==> config.mk <==
export PLATFORM = sky130hd
export DESIGN_NAME = serial_add_ctrl
export DESIGN_NICKNAME = d
export VERILOG_FILES = /design/src/rtl/serial_add_ctrl_pkg.sv /design/src/rtl/serial_add_ctrl_fa_cell.sv /design/src/rtl/serial_add_ctrl.sv
export SDC_FILE = /design/constraint.sdc
export NUM_CORES = 1
export LEC_CHECK = 0
export ABC_AREA = 1
export CORE_ASPECT_RATIO = 0.9
export CORE_MARGIN = 2
export CORE_UTILIZATION = 46
export DETAILED_ROUTE_END_ITERATION = 7
export PLACE_DENSITY = 0.74
export SYNTH_ARGS = -nofsm -noshare
export SYNTH_HDL_FRONTEND = slang
export SYNTH_SLANG_ARGS = --single-unit
==> constraint.sdc <==
create_clock -name clk -period 1.3 [get_ports clk]
set_clock_uncertainty 0.15 [all_clocks]
set_input_delay 0.325 -clock clk [delete_from_list [all_inputs] [get_ports clk]]
set_output_delay 0.325 -clock clk [all_outputs]
set_load 0.02 [all_outputs]
==> src/rtl/serial_add_ctrl_pkg.sv <==
// Shared definitions for the bit-serial adder controller: FSM state encoding
// and the default operand width.
package serial_add_ctrl_pkg;

    localparam logic [1:0] ST_IDLE = 2'd0;
    localparam logic [1:0] ST_RUN  = 2'd1;
    localparam logic [1:0] ST_DONE = 2'd2;

    localparam int DEFAULT_WIDTH = 8;

endpackage

==> src/rtl/serial_add_ctrl_fa_cell.sv <==
// Single-bit full adder cell, the only arithmetic in the serial adder.
module fa_cell (
    input  logic a,
    input  logic b,
    input  logic c,
    output logic sum,
    output logic carry
);

    assign sum   = a ^ b ^ c;
    assign carry = (a & b) | (a & c) | (b & c);

endmodule

==> src/rtl/serial_add_ctrl.sv <==
// Bit-serial adder controller: walks one fa_cell across WIDTH-bit operands, LSB first.
// Optional macro SERIAL_SUB_EN adds a 'sub' input that turns the operation into a - b.
module serial_add_ctrl
    import serial_add_ctrl_pkg::*;
#(
    parameter int WIDTH = DEFAULT_WIDTH
) (
    input  logic             clk,
    input  logic             rst,
    input  logic             start,
    input  logic [WIDTH-1:0] a,
    input  logic [WIDTH-1:0] b,
    input  logic             cin,
`ifdef SERIAL_SUB_EN
    input  logic             sub,
`endif
    output logic             busy,
    output logic             done,
    output logic [WIDTH-1:0] sum,
    output logic             cout
);

    // One extra counter bit so a power-of-two WIDTH never wraps to zero.
    localparam int CW = $clog2(WIDTH) + 1;
    localparam logic [CW-1:0] LAST = CW'(WIDTH - 1);

    // Handshake: start is only honoured in IDLE or DONE; done is a one-cycle
    // pulse after which sum/cout stay valid until the next finished operation.
    logic [1:0]       state;
    logic [WIDTH-1:0] a_sr;
    logic [WIDTH-1:0] b_sr;
    logic [WIDTH-2:0] sum_sr;
    logic             carry_q;
    logic [CW-1:0]    cnt;
    logic             s;
    logic             c;
    logic             accept;
    logic [WIDTH-1:0] b_load;
    logic             c_load;

    fa_cell u_fa (
        .a     (a_sr[0]),
        .b     (b_sr[0]),
        .c     (carry_q),
        .sum   (s),
        .carry (c)
    );

    assign accept = start && ((state == ST_IDLE) || (state == ST_DONE));
    assign busy   = (state == ST_RUN);
    assign done   = (state == ST_DONE);

`ifdef SERIAL_SUB_EN
    // Two's-complement subtract: a + ~b + 1.
    assign b_load = sub ? ~b : b;
    assign c_load = sub ? 1'b1 : cin;
`else
    assign b_load = b;
    assign c_load = cin;
`endif

    always_ff @(posedge clk or posedge rst) begin
        if (rst) begin
            state   <= ST_IDLE;
            a_sr    <= '0;
            b_sr    <= '0;
            sum_sr  <= '0;
            carry_q <= 1'b0;
            cnt     <= '0;
            sum     <= '0;
            cout    <= 1'b0;
        end else begin
            case (state)
                ST_IDLE, ST_DONE: begin
                    if (accept) begin
                        a_sr    <= a;
                        b_sr    <= b_load;
                        sum_sr  <= '0;
                        carry_q <= c_load;
                        cnt     <= '0;
                        state   <= ST_RUN;
                    end else begin
                        state <= ST_IDLE;
                    end
                end
                ST_RUN: begin
                    a_sr    <= a_sr >> 1;
                    b_sr    <= b_sr >> 1;
                    // Only WIDTH-1 partial bits are kept; the final bit goes straight to sum.
                    sum_sr  <= (WIDTH-1)'({s, sum_sr} >> 1);
                    carry_q <= c;
                    cnt     <= cnt + 1'b1;
                    if (cnt == LAST) begin
                        sum   <= {s, sum_sr};
                        cout  <= c;
                        state <= ST_DONE;
                    end
                end
                default: state <= ST_IDLE;
            endcase
        end
    end

endmodule

; Word-level counts from Yosys, hierarchy flattened
; Cells that the tools add are included.
[totals]
latchBits = 0
mem_bits_ro = 0
ram_bits = 0
word_cells = 41
out_inout_bits = 11
n_memories = 0
register_bits = 39
[classes]
add_sub_neg = 1
div_mod_pow = 0
mux = 13
n_shift = 0
bitwise_logic = 7
magnitude_cmp = 0
reduce_logical = 7
n_eq_ne = 5
multipliers = 0
[ops]
columns = operator, n
row1 = case mux 8 bit (2 select lines), 2
row2 = two-way mux 8 bit, 2
row3 = case mux 7 bit (2 select lines), 1
row4 = case mux 4 bit (2 select lines), 1
row5 = two-way mux 7 bit, 1
row6 = "adder 4 x 1 -> 4 bit, second input constant", 1
row7 = "== test 4 x 3 -> 1 bit, second input constant", 1
row8 = two-way mux 4 bit, 1
row9 = case mux 2 bit (2 select lines), 1
row10 = AND reduction 2 bit, 2
row11 = AND 1 bit, 3
row12 = "== test 2 x 1 -> 1 bit, second input constant", 1
row13 = "== test 2 bit, second input constant", 1
row14 = logical NOT 2 bit, 1
row15 = two-way mux 1 bit, 2
row16 = two-way mux 2 bit, 1
row17 = "inequality test 2 x 1 -> 1 bit, second input constant", 1
row18 = "inequality test 2 bit, second input constant", 1
row19 = OR 1 bit, 2
row20 = case mux 1 bit (2 select lines), 1
row21 = nonzero test 2 bit, 1
row22 = OR reduction 2 bit, 1
row23 = XOR 1 bit, 2
row24 = logical AND 1 bit, 1
row25 = logical OR 1 bit, 1

; Depth between registers and ports, before layout
[logic_depth]
ltp_word = 5
ltp_mapped = 7
depth_no_buf = 6

; By module
; A second synthesis with hierarchy kept.
[hier_totals]
hier_cells = 217
hier_area_um2 = 1734.2
[modules_own_cells]
columns = module, n_inst, area_per_inst_um2, cells_each
row1 = serial_add_ctrl, 1, 1714.1, 216
row2 = fa_cell, 1, 20.0, 1

; Worst setup path before layout
; No wires, ideal clock.
[synth_path]
path_type = register to output
from = reg state[0]
to = out busy
slack_ps = 20
stages_incl_launch_ff = 4
t_arrival_ps = 805
n_path_buf = 1
required_ps = 825
cell_sequence = dfrtp_1 > inv_2 > nor2_2 > buf_4
[synth_via]
elab_chain_len = 1
[synth_rtl]
columns = element, line
row1 = from (decl), serial_add_ctrl.sv:29  ; logic [1:0] state;
row2 = from (signal assigned), serial_add_ctrl.sv:64  ; state <= ST_IDLE;
row3 = from (signal assigned), serial_add_ctrl.sv:81  ; state <= ST_RUN;
row4 = from (signal assigned), serial_add_ctrl.sv:83  ; state <= ST_IDLE;
row5 = == test 2 x 1 -> 1 bit, serial_add_ctrl.sv:50  ; assign busy = (state == ST_RUN);
row6 = to (decl), serial_add_ctrl.sv:17  ; output logic busy,
; No other way between the ends.

; Worst setup path after layout
; Ends and elaborated chain as after synthesis.

==> reports/metrics.csv <==
metric;value;unit
run status;finished with violations;
failing checks;negative setup slack;
Slew Viols, Final;0;
root buf cell;clkbuf_8;
max frequency;0.667;GHz
CTS max path bufs;2;
Detail Placement HPWL;2300;µm
latest clock arrival within the worst-skew pair;0.29;ns
final-report hold violation count;0;
reg2reg end;b_sr[1];
total CTS buffers;5;
Worst R2R Setup Slack;-0.07;ns
horizontal die dimension;68.9;µm
H-tree level count;2;
final clock period utilization by the worst path;1.15;
routed via count divided by cell count;4.67;
number of design-rule violations left by the first detailed-router iteration;119;
count of maximum capacitance violations;0;
row count;21;
count of buffers inserted at the top-level ports;30;
layout cell share with drive strength beyond 1;0.254;
largest net degree at the start of global routing;22;
total die area;0.00430;mm²
total overflow reported by the global router;0;
unrepaired setup endpoints after global routing;yes;
Final ANT Viol Nets;0;
VDD IR-drop max;1490;µV
core area;0.00368;mm²
overall global routing resource usage;0.178;
final worst path period need;1.50;ns
global placer's final weighted congestion;0.792;
worst reg2reg startpoint;state[0];
number of clock sinks seen by CTS;39;
Hold Slack;0.160;ns
DRC violations left;0;
path type of the worst setup path;reg2out;
router iterations before antenna repair;4;
number of top-level design ports;31;
net count of the finished layout;303;
detailed-route wire length;4070;µm
final routed wire length divided by cell count;12.5;µm
largest cells by area after synthesis;dfrtp_1, nand2_1, inv_1, buf_4, o22ai_1;
count of state elements after synthesis;39;
post-synthesis cell type count;17;
Power Dens Cells;2400;mW/mm²
post-synthesis instance area;0.00174;mm²
first-pass GRT wire length;5640;µm
measured slew at the worst slew-check pin;0.208;ns
reported leakage power;1.39;nW
number of cells produced by synthesis;217;
total number of vias;1522;
post-route core utilization;0.714;
nets in the synthesized netlist;239;
sort of element at the end of the critical path;output port;
number of antenna repair diodes;0;
TritonCTS clock tree;built;
area of placed instances;0.00225;mm²
clock slew at reported path FFs;0.07;ns
cts hold-fix bufs;0;
Die Ht;62.4;µm
setup violation total in the final timing report;40;
share of Yosys cell area claimed by the top area cell type;0.560;
initial standard-cell utilization of the core;0.473;
synth warn;0;
area leader, netlist;dfrtp_1;
synth-to-layout area growth;50.8;%
crit path setup slack, layout;-0.199;ns
Seq/Total Area, Yosys;0.560;
Worst Path Max Fanout;3;
max_slew headroom;0.861;
worst hold path type;in2async;
FF-to-FF path depth;7;
number of antenna violations at the first check in global routing;0;
Critical Path RT;0.82;ns
data arrival at the endpoint of the critical path;1.02;ns
type of origin of the critical path;flop;
number of global-route vias before repair;1290;
Avg Inst Size Synth;8.03;µm²
Non-Filler Cell Area, Final;0.00263;mm²
cell usage after synthesis (all sizes together):
cell type,n
a21oi,1
buf,5
dfrtp,39
fa,1
ha,1
inv,28
nand2,122
nand3,4
nand4,1
nor2,6
o21ai,2
o22ai,6
or2,1
through the flow:
step | setup TNS [ns] | cells | worst slack, ns | power (mW)
2_1_floorplan | 0 | 217 | 0.0203 | 3.63
3_3_place_gp | -10.63 | 307 | -0.335 | 4.52
3_5_place_dp | -10.59 | 307 | -0.328 | 4.60
4_1_cts | -1.43 | 316 | -0.179 | 5.47
5_1_grt | -4.35 | 326 | -0.245 | 6.79
6_report | -1.59 | 326 | -0.199 | 6.30
placed cells by master (no fill, tap or decap):
master           count
a21oi_2              1
buf_12               4
buf_4               21
buf_6               13
buf_8                1
clkbuf_1             1
clkbuf_16            3
clkbuf_8             5
clkdlybuf4s50_1     18
clkinvlp_4           1
dfrtp_1             39
dlymetal6s2s_1       1
fa_2                 1
ha_4                 1
inv_1               24
inv_2                2
inv_8                1
nand2_1            117
nand2_2              2
nand2_4              2
nand2_8              2
nand3_1              4
nand4_1              1
nor2_1               1
nor2_2               1
nor2_4               4
o21ai_1              2
o22ai_1              1
o22ai_2              5
or2_2                1
worst max-delay path, stage by stage (launching register included):
cell     delay [ns]
dfrtp_1        0.40
inv_2          0.07
nor2_4         0.13
buf_6          0.14
registers in the layout (all words and copies together), names as in the netlist:
register / cells
a_sr: 8
b_sr: 8
carry_q: 1
cnt: 4
cout: 1
state: 2
sum: 8
sum_sr: 7
cell type report:
class / count / area (µm²)
Multi-Input combinational cell: 146 / 737
Timing Repair Buffer: 61 / 667
Tap cell: 46 / 57.6
Fill cell: 283 / 1050
Sequential cell: 39 / 976
Clock buffer: 6 / 72.6
Inverter: 28 / 116
how the worst max path moves through the flow:
stage,cells after the start,start,endpoint
after floorplan,3,state[0],busy
after global placement,3,state[0],busy
after detailed placement,3,state[0],busy
after CTS,3,state[1],done
after global routing,3,state[0],busy
final,3,state[0],busy
per-layer routing:
| layer | up-vias | wire [µm] | GRT usage |
|---|---|---|---|
| met2 | 36 | 2150 | 0.267 |
| met4 | 0 | 92 | 0.0882 |
| met3 | 6 | 147 | 0.0378 |
| li1 | 777 | - | - |
| met1 | 703 | 1680 | 0.241 |
| met5 | - | 0 | 0 |
cell families (layout without fill, tap and decap cells):
kind of cell	count (synthesis)	after routing	synth area share
AO/OA/AOI/OAI	9	9	0.0302
buffers and inverters	33	95	0.0819
adder cells (fa/ha/maj)	2	2	0.0187
AND/OR/NAND/NOR	134	135	0.309
flip-flops	39	39	0.560
report_power, final:
| group | internal [mW] | switching, mW |
|---|---|---|
| logic | 1.71 | 1.70 |
| registers | 1.76 | 0.371 |
| clock network | 0.358 | 0.400 |
| total | 3.83 | 2.47 |
what timing repair did:
item / CTS / global route
endpoints found under the setup margin: 41 / 46
setup buffers: 3 / 6
pin swaps: 3 / 7
cloned: 0 / 4
gates resized for setup: 68 / 34
No activity file was read; power rests on OpenSTA's default activity.
